--- config.mk ---
export PLATFORM = sky130hd
export DESIGN_NAME = axis_bus_sel_arbiter
export DESIGN_NICKNAME = d
export VERILOG_FILES = /design/src/rtl/axis_arb_pkg.sv /design/src/rtl/axis_rr_pick.sv /design/src/rtl/axis_bus_sel_arbiter.sv
export SDC_FILE = /design/constraint.sdc
export NUM_CORES = 1
export LEC_CHECK = 0
export CORE_MARGIN = 5
export CORE_UTILIZATION = 36
export DETAILED_ROUTE_END_ITERATION = 10
export PLACE_DENSITY = 0.71
export SLEW_MARGIN = 20
export SYNTH_ARGS = -nofsm -noshare
export SYNTH_HDL_FRONTEND = slang
export SYNTH_SLANG_ARGS = --single-unit
--- constraint.sdc ---
create_clock -name clk -period 1.5 [get_ports clk]
set_input_delay 0.3 -clock clk [delete_from_list [all_inputs] [get_ports clk]]
set_output_delay 0.3 -clock clk [all_outputs]
set_load 0.1 [all_outputs]
--- src/rtl/axis_arb_pkg.sv ---
// Shared definitions for the AXI-Stream bus select arbiter.
//   FIFO_SEL_BASE   : bus_sel code of FIFO 0 (FIFO i -> FIFO_SEL_BASE + i)
//   NON_FIFO_CHOOSE : bus_sel code when no FIFO owns the bus
//   arb_state_t     : arbiter FSM state
//   fifo_sel_code() : index -> bus_sel code
package axis_arb_pkg;

    localparam int unsigned SEL_W = 8;
    localparam int unsigned IDX_MAX_W = 7;

    localparam logic [SEL_W-1:0] FIFO_SEL_BASE   = 8'd128;
    localparam logic [SEL_W-1:0] NON_FIFO_CHOOSE = 8'd0;

    typedef enum logic {
        IDLE  = 1'b0,
        GRANT = 1'b1
    } arb_state_t;

    function automatic logic [SEL_W-1:0] fifo_sel_code(input logic [IDX_MAX_W-1:0] idx);
        return FIFO_SEL_BASE | SEL_W'(idx);
    endfunction

endpackage

--- src/rtl/axis_rr_pick.sv ---
// Combinational round-robin picker: first set bit of req searching from
// ptr+1 upward, wrapping modulo NUM_FIFO (ptr itself is checked last).
//   req    : request vector
//   ptr    : index of the previous winner
//   found  : any request set
//   idx    : winning index
//   onehot : one-hot copy of idx (zero when nothing found)
module axis_rr_pick #(
    parameter int unsigned NUM_FIFO = 4,
    parameter int unsigned IW       = 2
) (
    input  logic [NUM_FIFO-1:0] req,
    input  logic [IW-1:0]       ptr,
    output logic                found,
    output logic [IW-1:0]       idx,
    output logic [NUM_FIFO-1:0] onehot
);

    int unsigned cand;

    always_comb begin
        found  = 1'b0;
        idx    = '0;
        onehot = '0;
        cand   = 0;
        for (int unsigned k = 1; k <= NUM_FIFO; k++) begin
            cand = (32'(ptr) + k) % NUM_FIFO;
            if (!found && req[IW'(cand)]) begin
                found = 1'b1;
                idx   = IW'(cand);
            end
        end
        if (found) begin
            onehot = NUM_FIFO'(1) << idx;
        end
    end

endmodule

--- src/rtl/axis_bus_sel_arbiter.sv ---
// Packet-level round-robin arbiter driving the AXI-Stream demux/mux bus_sel.
// Holds a grant until the granted packet's tlast handshake, then spends one
// IDLE cycle before re-arbitrating.
//   clk, rst_n      : clock, async active-low reset
//   enable          : allow new grants (packet in flight always completes)
//   fifo_req        : per-FIFO packet available
//   beat_valid/ready/last : handshake of the selected stream
//   bus_sel         : 0 idle, 128+i when FIFO i granted
//   grant, busy     : one-hot selection, grant held
//   timeout_evt     : watchdog release pulse
// Optional stall watchdog: define AXIS_ARB_WATCHDOG_EN.
module axis_bus_sel_arbiter
    import axis_arb_pkg::*;
#(
    parameter int unsigned NUM_FIFO       = 4,
    parameter int unsigned TIMEOUT_CYCLES = 1024
) (
    input  logic                clk,
    input  logic                rst_n,
    input  logic                enable,
    input  logic [NUM_FIFO-1:0] fifo_req,
    input  logic                beat_valid,
    input  logic                beat_ready,
    input  logic                beat_last,
    output logic [7:0]          bus_sel,
    output logic [NUM_FIFO-1:0] grant,
    output logic                busy,
    output logic                timeout_evt
);

    localparam int unsigned IW = (NUM_FIFO > 1) ? $clog2(NUM_FIFO) : 1;

    // Elaboration-time parameter sanity checks.
    if (NUM_FIFO < 1 || NUM_FIFO > 127) begin : g_bad_num_fifo
        $error("NUM_FIFO must be 1..127");
    end
    if (TIMEOUT_CYCLES < 2) begin : g_bad_timeout
        $error("TIMEOUT_CYCLES must be >= 2");
    end

    arb_state_t          state_q, state_d;
    logic [IW-1:0]       ptr_q, ptr_d;
    logic [7:0]          bus_sel_q, bus_sel_d;
    logic [NUM_FIFO-1:0] grant_q, grant_d;
    logic                busy_q, busy_d;

    logic                pick_found;
    logic [IW-1:0]       pick_idx;
    logic [NUM_FIFO-1:0] pick_onehot;
    logic                beat_hs;

    assign beat_hs = beat_valid & beat_ready;

    axis_rr_pick #(
        .NUM_FIFO (NUM_FIFO),
        .IW       (IW)
    ) u_pick (
        .req    (fifo_req),
        .ptr    (ptr_q),
        .found  (pick_found),
        .idx    (pick_idx),
        .onehot (pick_onehot)
    );

`ifdef AXIS_ARB_WATCHDOG_EN
    localparam int unsigned WD_W = $clog2(TIMEOUT_CYCLES);
    localparam logic [WD_W-1:0] WD_LIMIT = WD_W'(TIMEOUT_CYCLES - 1);

    logic [WD_W-1:0] wd_cnt_q, wd_cnt_d;
    logic            timeout_evt_q, timeout_evt_d;
`endif

    // Next-state and registered-output logic.
    always_comb begin
        state_d   = state_q;
        ptr_d     = ptr_q;
        bus_sel_d = bus_sel_q;
        grant_d   = grant_q;
        busy_d    = busy_q;
`ifdef AXIS_ARB_WATCHDOG_EN
        wd_cnt_d      = wd_cnt_q;
        timeout_evt_d = 1'b0;
`endif
        unique case (state_q)
            IDLE: begin
                bus_sel_d = NON_FIFO_CHOOSE;
                grant_d   = '0;
                busy_d    = 1'b0;
`ifdef AXIS_ARB_WATCHDOG_EN
                wd_cnt_d  = '0;
`endif
                if (enable && pick_found) begin
                    state_d   = GRANT;
                    ptr_d     = pick_idx;
                    bus_sel_d = fifo_sel_code(IDX_MAX_W'(pick_idx));
                    grant_d   = pick_onehot;
                    busy_d    = 1'b1;
                end
            end
            GRANT: begin
                if (beat_hs && beat_last) begin
                    state_d   = IDLE;
                    bus_sel_d = NON_FIFO_CHOOSE;
                    grant_d   = '0;
                    busy_d    = 1'b0;
`ifdef AXIS_ARB_WATCHDOG_EN
                    wd_cnt_d  = '0;
                end else if (beat_hs) begin
                    wd_cnt_d  = '0;
                end else if (wd_cnt_q == WD_LIMIT) begin
                    // Stalled too long: drop the grant; ptr keeps this index.
                    state_d       = IDLE;
                    bus_sel_d     = NON_FIFO_CHOOSE;
                    grant_d       = '0;
                    busy_d        = 1'b0;
                    wd_cnt_d      = '0;
                    timeout_evt_d = 1'b1;
                end else begin
                    wd_cnt_d  = wd_cnt_q + WD_W'(1);
`endif
                end
            end
            default: state_d = IDLE;
        endcase
    end

    always_ff @(posedge clk or negedge rst_n) begin
        if (!rst_n) begin
            state_q   <= IDLE;
            ptr_q     <= IW'(NUM_FIFO - 1);
            bus_sel_q <= NON_FIFO_CHOOSE;
            grant_q   <= '0;
            busy_q    <= 1'b0;
        end else begin
            state_q   <= state_d;
            ptr_q     <= ptr_d;
            bus_sel_q <= bus_sel_d;
            grant_q   <= grant_d;
            busy_q    <= busy_d;
        end
    end

`ifdef AXIS_ARB_WATCHDOG_EN
    always_ff @(posedge clk or negedge rst_n) begin
        if (!rst_n) begin
            wd_cnt_q      <= '0;
            timeout_evt_q <= 1'b0;
        end else begin
            wd_cnt_q      <= wd_cnt_d;
            timeout_evt_q <= timeout_evt_d;
        end
    end

    assign timeout_evt = timeout_evt_q;
`else
    assign timeout_evt = 1'b0;
`endif

    assign bus_sel = bus_sel_q;
    assign grant   = grant_q;
    assign busy    = busy_q;

endmodule

==> results of run 1 <==
critical path, cell delays in order:
cell and delay (ns):
dlygate4sd2_1 0.25, or4_1 0.52, and3_4 0.19, nor2b_4 0.13, a22o_1 0.20
flip-flops by register name, summed over array words and instances, names as in the netlist:
register / count
grant: 4
ptr_q: 2
state_q: 1
bus_sel: 3
cell families after synthesis:
group	share of synthesized area
flops	0.455
other cells	0.00675
compound gates	0.207
buf+inv	0.135
simple gates	0.196
cells in the mapped netlist, types with 2 or more instances:
cell type	count	area [um^2]
or2b_1	2	15.0
nand2_1	5	18.8
dfrtp_1	8	200
dfstp_2	2	52.6
buf_4	7	52.6
a22o_1	2	17.5
o21ai_0	4	20.0
or2_2	2	12.5
inv_1	3	11.3
nor2_1	3	11.3
a21oi_1	2	10.0
metrics by stage:
stage	total power, uW	hold WS, ns
floorplan	1410	0.00441
global placement	1890	0.523
detailed placement	1910	0.532
CTS	2140	0.350
global route	2230	0.380
finish	2140	0.344
worst max path at each step:
stage | from | endpoint | slack [ns] | cells past startpoint
finish | fifo_req[1] | grant[1]$_DFFE_PN0P_ | 0.07 | 5
floorplan | fifo_req[3] | grant[0]$_DFFE_PN0P_ | -0.003 | 5
global placement | fifo_req[3] | grant[1]$_DFFE_PN0P_ | -0.36 | 5
CTS | ptr_q[0]$_DFFE_PN1P_ | grant[3]$_DFFE_PN0P_ | -0.003 | 4
global route | ptr_q[0]$_DFFE_PN1P_ | bus_sel[0]$_DFFE_PN0P_ | 0.01 | 4
detailed placement | fifo_req[3] | grant[1]$_DFFE_PN0P_ | -0.39 | 5
timing repair:
item | 4_1_cts | 5_1_grt
gates resized for setup | 7 | 2
hold endpoints to repair | 0 | 0
setup endpoints to repair | 9 | 4
pin swaps | 3 | 2
power by group through the flow:
stage	registers [uW]	logic, uW	clock network (uW)
6_report	525	1380	240
5_1_grt	543	1420	266
4_1_cts	524	1370	245
3_5_place_dp	527	1380	0
3_3_place_gp	520	1370	0
2_1_floorplan	969	442	0
layout make-up:
type / count / share of cell area
Clock buffer: 4 / 0.0419
Inverter: 3 / 0.0130
Multi-Input combinational cell: 38 / 0.302
Sequential cell: 10 / 0.293
Tap cell: 16 / 0.0231
Timing Repair Buffer: 22 / 0.327
layer usage:
metal / routed length, um / up-vias
met1: 455 / 215
met2: 652 / 16
li1: - / 219
met5: 0 / -
met4: 0 / 0
met3: 107 / 0
==> results.txt, run 1 <==
Final Util - 0.582
Syn Std Cell Area - 556 um^2
commonest non-fill, non-tap cells in the layout - buf_12 (8), dfrtp_1 (7), conb_1 (6)
final WL - 1220 um
GRT Max-Usage Layer - met2
fin. max-slew vios - 0
fmax - 0.699 GHz
global-route track usage on met3 - 0.0550
total die area - 0.00243 mm^2
final hold viol count - 0
TritonCTS Sinks - 10
Reg area - 254 um^2
Leakage - 0.000400 uW
Placed Instances - 90
GPL Wtd Cong - 0.714
Worst Path Max Fanout - 6
Root Buffer - clkbuf_4
CP Class - in -> reg
Switch Pwr - 1100 uW
setup_tns - 0 ns
clock slew at reported path FFs - 0.06 ns
RSZ-0062 raised after global routing - no
Worst R2R Path Depth - 5
# diodes - 0
pre-CTS WS - -0.389 ns
ys flop type - dfrtp_1
Clock Power Share - 0.112
CTS tree - built
share of post-route cells with drive strength above 1 - 0.403
Layout Nets - 88
relative slew slack - 0.542
wire length per cell - 13.1 um
initial antenna violation count - 0
largest net degree at the start of global routing - 11
Comb pwr share - 0.643
Vias/cell - 4.84
FF-to-FF setup slack - 0.08 ns
Setup Fix Bufs, Post-CTS - 0
# DRC - 0
area occupied by multi-input gates - 262 um^2
Longest Clk Path Bufs - 2
vias in the first global route - 508
sequential fraction of the synthesis area - 0.455
pwr/cell area - 2470 mW/mm^2
GRT met1 Usage - 0.117
CORE AREA - 0.00149 mm^2
GRT overflow - 0
Ports - 24
Sw Ratio - 0.515
Post-synth ARST share - 1.00
Hold Crit Class - in -> async
period utilization - 0.954
Req. time, crit path - 1.65 ns
HPWL Detailed - 1010 um
htree depth - 1
Starting Density - 0.373
GR Util met2 - 0.204
clk_lat worst skew - 0.26 ns
post-layout minimum cycle time - 1.43 ns
num rows - 14
Tot GR Track Use - 0.114
Yosys warnings - 0
result of the run - finished, final reports clean
Synth Area per Inst - 10.3 um^2
startpoint types - input port
fin cells - 93
DP Area - 827 um^2
max_cap viols - 0
cts hold-fix bufs - 0
Final Skew - 0.00194 ns
Post-synth EDFFs - 0
Synth Register Bits - 10
Reg power frac - 0.245
CTS Buf Count - 3
initial drt markers - 5
Critical Path Sink Type - flip-flop
die height - 49.3 um
Synth cell types - 25
area grow syn2layout - 55.9%
global-route wire length before repair - 2160 um
most common cell after layout, fill and taps aside - buf_12
Post-Synthesis Cells - 54
post-route cell area - 866 um^2
worst slew pin tran - 0.684 ns
Internal - 1040 uW
DRT antenna net count - 0
Max VDD drop - 0.948 mV
# port buffers - 17
die width - 49.3 um
Worst R2R End - bus_sel[0]$_DFFE_PN0P_
fillers - 128
Final WS setup - 0.0695 ns
via count - 450
# setup viols final - 0
reg2reg start - ptr_q[0]$_DFFE_PN1P_
First-pass DRT Iterations - 2
Critical Path AT - 1.58 ns
No activity file was read; power rests on OpenSTA's default activity.
==> run 2: changes to the inputs <==
--- a/config.mk
+++ b/config.mk
@@ -5,10 +5,12 @@
 export SDC_FILE = /design/constraint.sdc
 export NUM_CORES = 1
 export LEC_CHECK = 0
-export CORE_MARGIN = 5
-export CORE_UTILIZATION = 36
+export ABC_CLOCK_PERIOD_IN_PS = 1800
+export CORE_AREA = 5 5 42 44
 export DETAILED_ROUTE_END_ITERATION = 10
-export PLACE_DENSITY = 0.71
+export DIE_AREA = 0 0 47 49
+export PLACE_DENSITY = 0.77
+export REMOVE_ABC_BUFFERS = 1
 export SLEW_MARGIN = 20
 export SYNTH_ARGS = -nofsm -noshare
 export SYNTH_HDL_FRONTEND = slang
==> constraint.sdc (replaced) <==
create_clock -name clk -period 1.8 [get_ports clk]
set_input_delay 0.36 -clock clk [delete_from_list [all_inputs] [get_ports clk]]
set_output_delay 0.36 -clock clk [all_outputs]
set_load 0.1 [all_outputs]
==> results.txt, run 2 (synthesis results as in run 1) <==
Tot GR Track Use - 0.138
Ports - 24
max_cap viols - 0
share of post-route cells with drive strength above 1 - 0.338
Layout Nets - 88
final WL - 1320 um
final hold viol count - 0
Final Skew - 0.0103 ns
DP Area - 818 um^2
num rows - 14
global-route wire length before repair - 2180 um
GPL Wtd Cong - 0.691
largest net degree at the start of global routing - 11
HPWL Detailed - 1020 um
Placed Instances - 89
Leakage - 0.000392 uW
die height - 49 um
max FFs per register - 4
die width - 47 um
Max VDD drop - 1.48 mV
Setup Fix Bufs, Post-CTS - 0
fillers - 116
Vias/cell - 4.99
First-pass DRT Iterations - 4
# DRC - 0
worst slew pin tran - 0.691 ns
Final WS setup - 0.00811 ns
CP Class - in -> reg
relative slew slack - 0.537
clock slew at reported path FFs - 0.08 ns
Worst Path Max Fanout - 6
via count - 464
TritonCTS Sinks - 10
# diodes - 0
Root Buffer - clkbuf_4
vias in the first global route - 483
Starting Density - 0.396
RSZ-0062 raised after global routing - no
period utilization - 0.995
Req. time, crit path - 1.96 ns
Hold Crit Class - in -> async
wire length per cell - 14.2 um
Longest Clk Path Bufs - 2
area grow syn2layout - 53.8%
initial drt markers - 7
crit path launch - fifo_req[3]
CTS tree - built
clk_lat worst skew - 0.28 ns
reg2reg start - ptr_q[0]$_DFFE_PN1P_
initial antenna violation count - 0
cts hold-fix bufs - 0
Critical Path Sink Type - flip-flop
total die area - 0.00230 mm^2
startpoint types - input port
pwr/cell area - 2090 mW/mm^2
post-CTS sizing - 0
# setup viols final - 0
FF-to-FF setup slack - 0.26 ns
# port buffers - 17
fmax - 0.558 GHz
DRT antenna net count - 0
post-layout minimum cycle time - 1.79 ns
most common cell after layout, fill and taps aside - clkdlybuf4s50_1
commonest non-fill, non-tap cells in the layout - clkdlybuf4s50_1 (9), dfrtp_1 (8), buf_12 (8)
Worst R2R Path Depth - 4
fin cells - 93
CORE AREA - 0.00140 mm^2
CTS Buf Count - 3
post-route cell area - 855 um^2
CP Capture Point - grant[1]$_DFFE_PN0P_
htree depth - 1
pre-CTS WS - -0.245 ns
Worst R2R End - bus_sel[0]$_DFFE_PN0P_
GRT overflow - 0
result of the run - finished, final reports clean
Critical Path AT - 1.95 ns
fin. max-slew vios - 0
[run 2: changes by cell type in the layout (fill, tap and decap cells not counted), sizes merged]
cell           before  now
dlygate4sd2         4    0
clkdlybuf4s50       5    9
[run 2: through the flow]
stage	setup TNS [ns]	power, uW	hold WS [ns]	util
finish	0	1780	0.392	0.610
global route	0	1850	0.450	0.610
floorplan	-0.120	1140	0.0644	-
global placement	-1.21	1560	0.510	0.584
CTS	0	1790	0.401	0.610
detailed placement	-1.66	1580	0.522	0.584
[run 2: worst min path at each step]
| stage | startpoint | endpoint | slack, ns | cells after the start |
|---|---|---|---|---|
| floorplan | rst_n | bus_sel[0]$_DFFE_PN0P_ | 0.06 | 0 |
| global placement | ptr_q[0]$_DFFE_PN1P_ | ptr_q[0]$_DFFE_PN1P_ | 0.51 | 2 |
| detailed placement | ptr_q[0]$_DFFE_PN1P_ | ptr_q[0]$_DFFE_PN1P_ | 0.52 | 2 |
| CTS | rst_n | state_q$_DFF_PN0_ | 0.40 | 1 |
| global route | rst_n | state_q$_DFF_PN0_ | 0.45 | 1 |
| finish | rst_n | state_q$_DFF_PN0_ | 0.39 | 1 |
[run 2: layer usage]
| layer | wire [um] | track usage | vias to the layer above | share of wire |
|---|---|---|---|---|
| met5 | 0 | 0 | - | 0 |
| met4 | 47 | 0.0968 | 0 | 0.035 |
| met3 | 106 | 0.0369 | 5 | 0.080 |
| met2 | 729 | 0.229 | 20 | 0.55 |
| met1 | 439 | 0.141 | 220 | 0.33 |
| li1 | - | - | 219 | - |
[run 2: area by class of cell]
| type | count | area, um^2 | area share |
|---|---|---|---|
| sequential | 10 | 253 | 0.296 |
| timing repair buffer | 22 | 288 | 0.337 |
| multi-input combinational | 38 | 246 | 0.288 |
| tap | 16 | 20.0 | 0.0234 |
| inverter | 3 | 11.3 | 0.0132 |
| clock buffer | 4 | 36.3 | 0.0425 |
[run 2: worst max-delay path, cell delays in order]
cell and delay [ns]:
clkdlybuf4s50_1 0.47, or4_1 0.57, and3_4 0.23, nor2b_4 0.13, a22o_1 0.20
[run 2: report_power, final]
part	switching (uW)	internal, uW
clock	87.6	123
sequential	110	329
combinational	729	404
total	926	856
==> run 3: changes to the inputs <==
--- a/config.mk
+++ b/config.mk
@@ -5,11 +5,11 @@
 export SDC_FILE = /design/constraint.sdc
 export NUM_CORES = 1
 export LEC_CHECK = 0
-export ABC_CLOCK_PERIOD_IN_PS = 1800
-export CORE_AREA = 5 5 42 44
+export ABC_CLOCK_PERIOD_IN_PS = 2050
+export CORE_MARGIN = 5
+export CORE_UTILIZATION = 40
 export DETAILED_ROUTE_END_ITERATION = 10
-export DIE_AREA = 0 0 47 49
-export PLACE_DENSITY = 0.77
+export PLACE_DENSITY = 0.74
 export REMOVE_ABC_BUFFERS = 1
 export SLEW_MARGIN = 20
 export SYNTH_ARGS = -nofsm -noshare
==> constraint.sdc (replaced) <==
create_clock -name clk -period 2.05 [get_ports clk]
set_input_delay 0.41 -clock clk [delete_from_list [all_inputs] [get_ports clk]]
set_output_delay 0.41 -clock clk [all_outputs]
set_load 0.1 [all_outputs]
==> results.txt, run 3 (synthesis results as in run 1) <==
CP max stage delay - 0.53 ns
hold slack - 0.453 ns
# setup viols final - 0
Root Buffer - clkbuf_4
global-route track usage on met3 - 0.0230
Layout Nets - 87
max FFs per register - 4
clk_lat worst skew - 0.26 ns
Worst R2R Path Depth - 4
via count - 432
most common cell after layout, fill and taps aside - buf_4
# port buffers - 17
# diodes - 0
cts hold-fix bufs - 0
clock slew at reported path FFs - 0.07 ns
Final Util - 0.573
die height - 47.3 um
Tot GR Track Use - 0.114
global-route wire length before repair - 1790 um
CORE AREA - 0.00130 mm^2
startpoint types - input port
initial drt markers - 8
GPL Wtd Cong - 0.710
Setup Fix Bufs, Post-CTS - 0
worst slew pin tran - 0.630 ns
CTS tree - built
htree depth - 1
period utilization - 0.874
max_cap viols - 0
Critical Path Sink Type - flip-flop
worst path buffer plus inverter count - 1
Worst Path Max Fanout - 6
RSZ-0062 raised after global routing - no
post-layout minimum cycle time - 1.79 ns
CP Class - in -> reg
die width - 47.3 um
vias in the first global route - 414
# DRC - 0
Critical Path AT - 1.94 ns
First-pass DRT Iterations - 4
fmax - 0.558 GHz
fillers - 118
Placed Instances - 87
wire length per cell - 11.8 um
Starting Density - 0.427
GRT Max-Usage Layer - met2
DRT antenna net count - 0
total die area - 0.00223 mm^2
Longest Clk Path Bufs - 2
Ports - 24
GR Util met2 - 0.179
num rows - 13
CTS Buf Count - 3
reg2reg start - ptr_q[0]$_DFFE_PN1P_
share of post-route cells with drive strength above 1 - 0.329
fin. max-slew vios - 0
DP Area - 709 um^2
Hold Crit Class - in -> async
largest net degree at the start of global routing - 11
post-CTS sizing - 0
final WL - 1070 um
Final Skew - 0.000166 ns
TritonCTS Sinks - 10
initial antenna violation count - 0
GRT met1 Usage - 0.145
Req. time, crit path - 2.20 ns
critical path, cell by cell - clkdlybuf4s50_1 > or4_1 > and3_4 > nor2b_4 > a22o_1
FF-to-FF setup slack - 0.53 ns
commonest non-fill, non-tap cells in the layout - buf_4 (12), clkdlybuf4s50_1 (9), dfrtp_1 (8)
post-route cell area - 746 um^2
HPWL Detailed - 897 um
area grow syn2layout - 34.2%
fin cells - 91
Vias/cell - 4.75
CP top delay family - simple AND/OR/NAND/NOR gates
Worst path slowest cell - or4_1
final hold viol count - 0
GRT overflow - 0
Worst R2R End - bus_sel[0]$_DFFE_PN0P_
result of the run - finished, final reports clean
relative slew slack - 0.578
==> run 3: cell count changes in the layout (fill, tap and decap cells not counted), sizes merged <==
cell	before	now
buf	13	12
==> run 3: per-layer routing <==
layer	vias up	share of wire	wire length, um
met1	204	0.42	451
met3	0	0.090	97
met4	0	0	0
met2	11	0.49	523
met5	-	0	0
li1	217	-	-
==> run 3: worst max-delay path by stage <==
stage	from	endpoint	cells past startpoint
after global routing	fifo_req[3]	grant[0]$_DFFE_PN0P_	5
after detailed placement	fifo_req[3]	grant[1]$_DFFE_PN0P_	5
final	fifo_req[3]	grant[1]$_DFFE_PN0P_	5
after global placement	fifo_req[3]	grant[0]$_DFFE_PN0P_	5
after CTS	fifo_req[3]	grant[1]$_DFFE_PN0P_	5
after floorplan	bus_sel[7]$_DFFE_PN0P_	bus_sel[7]	0
==> run 3: layout make-up <==
type	count	area (um^2)	share of cell area
tap	15	18.8	0.0252
multi-input combinational	38	246	0.331
clock buffer	4	36.3	0.0487
sequential	10	253	0.339
inverter	3	11.3	0.0151
timing repair buffer	21	180	0.242
==> run 3: worst reg2reg max path: stages (launching register included) <==
cell	delay, ns
dfstp_2	0.55
or2b_1	0.16
o21ai_0	0.13
a211o_1	0.34
a22o_2	0.23
==> run 3: metrics by stage <==
stage	worst slack [ns]	setup TNS, ns
final	0.257	0
after global routing	0.228	0
after CTS	0.250	0
after detailed placement	-0.0337	-0.0570
after global placement	-0.0000708	-0.0000708
after floorplan	0.147	0
Power of run 3 is left out: the tool's default activity adds up to more than one toggle a clock period on the data nets, which glitch-free logic cannot reach.
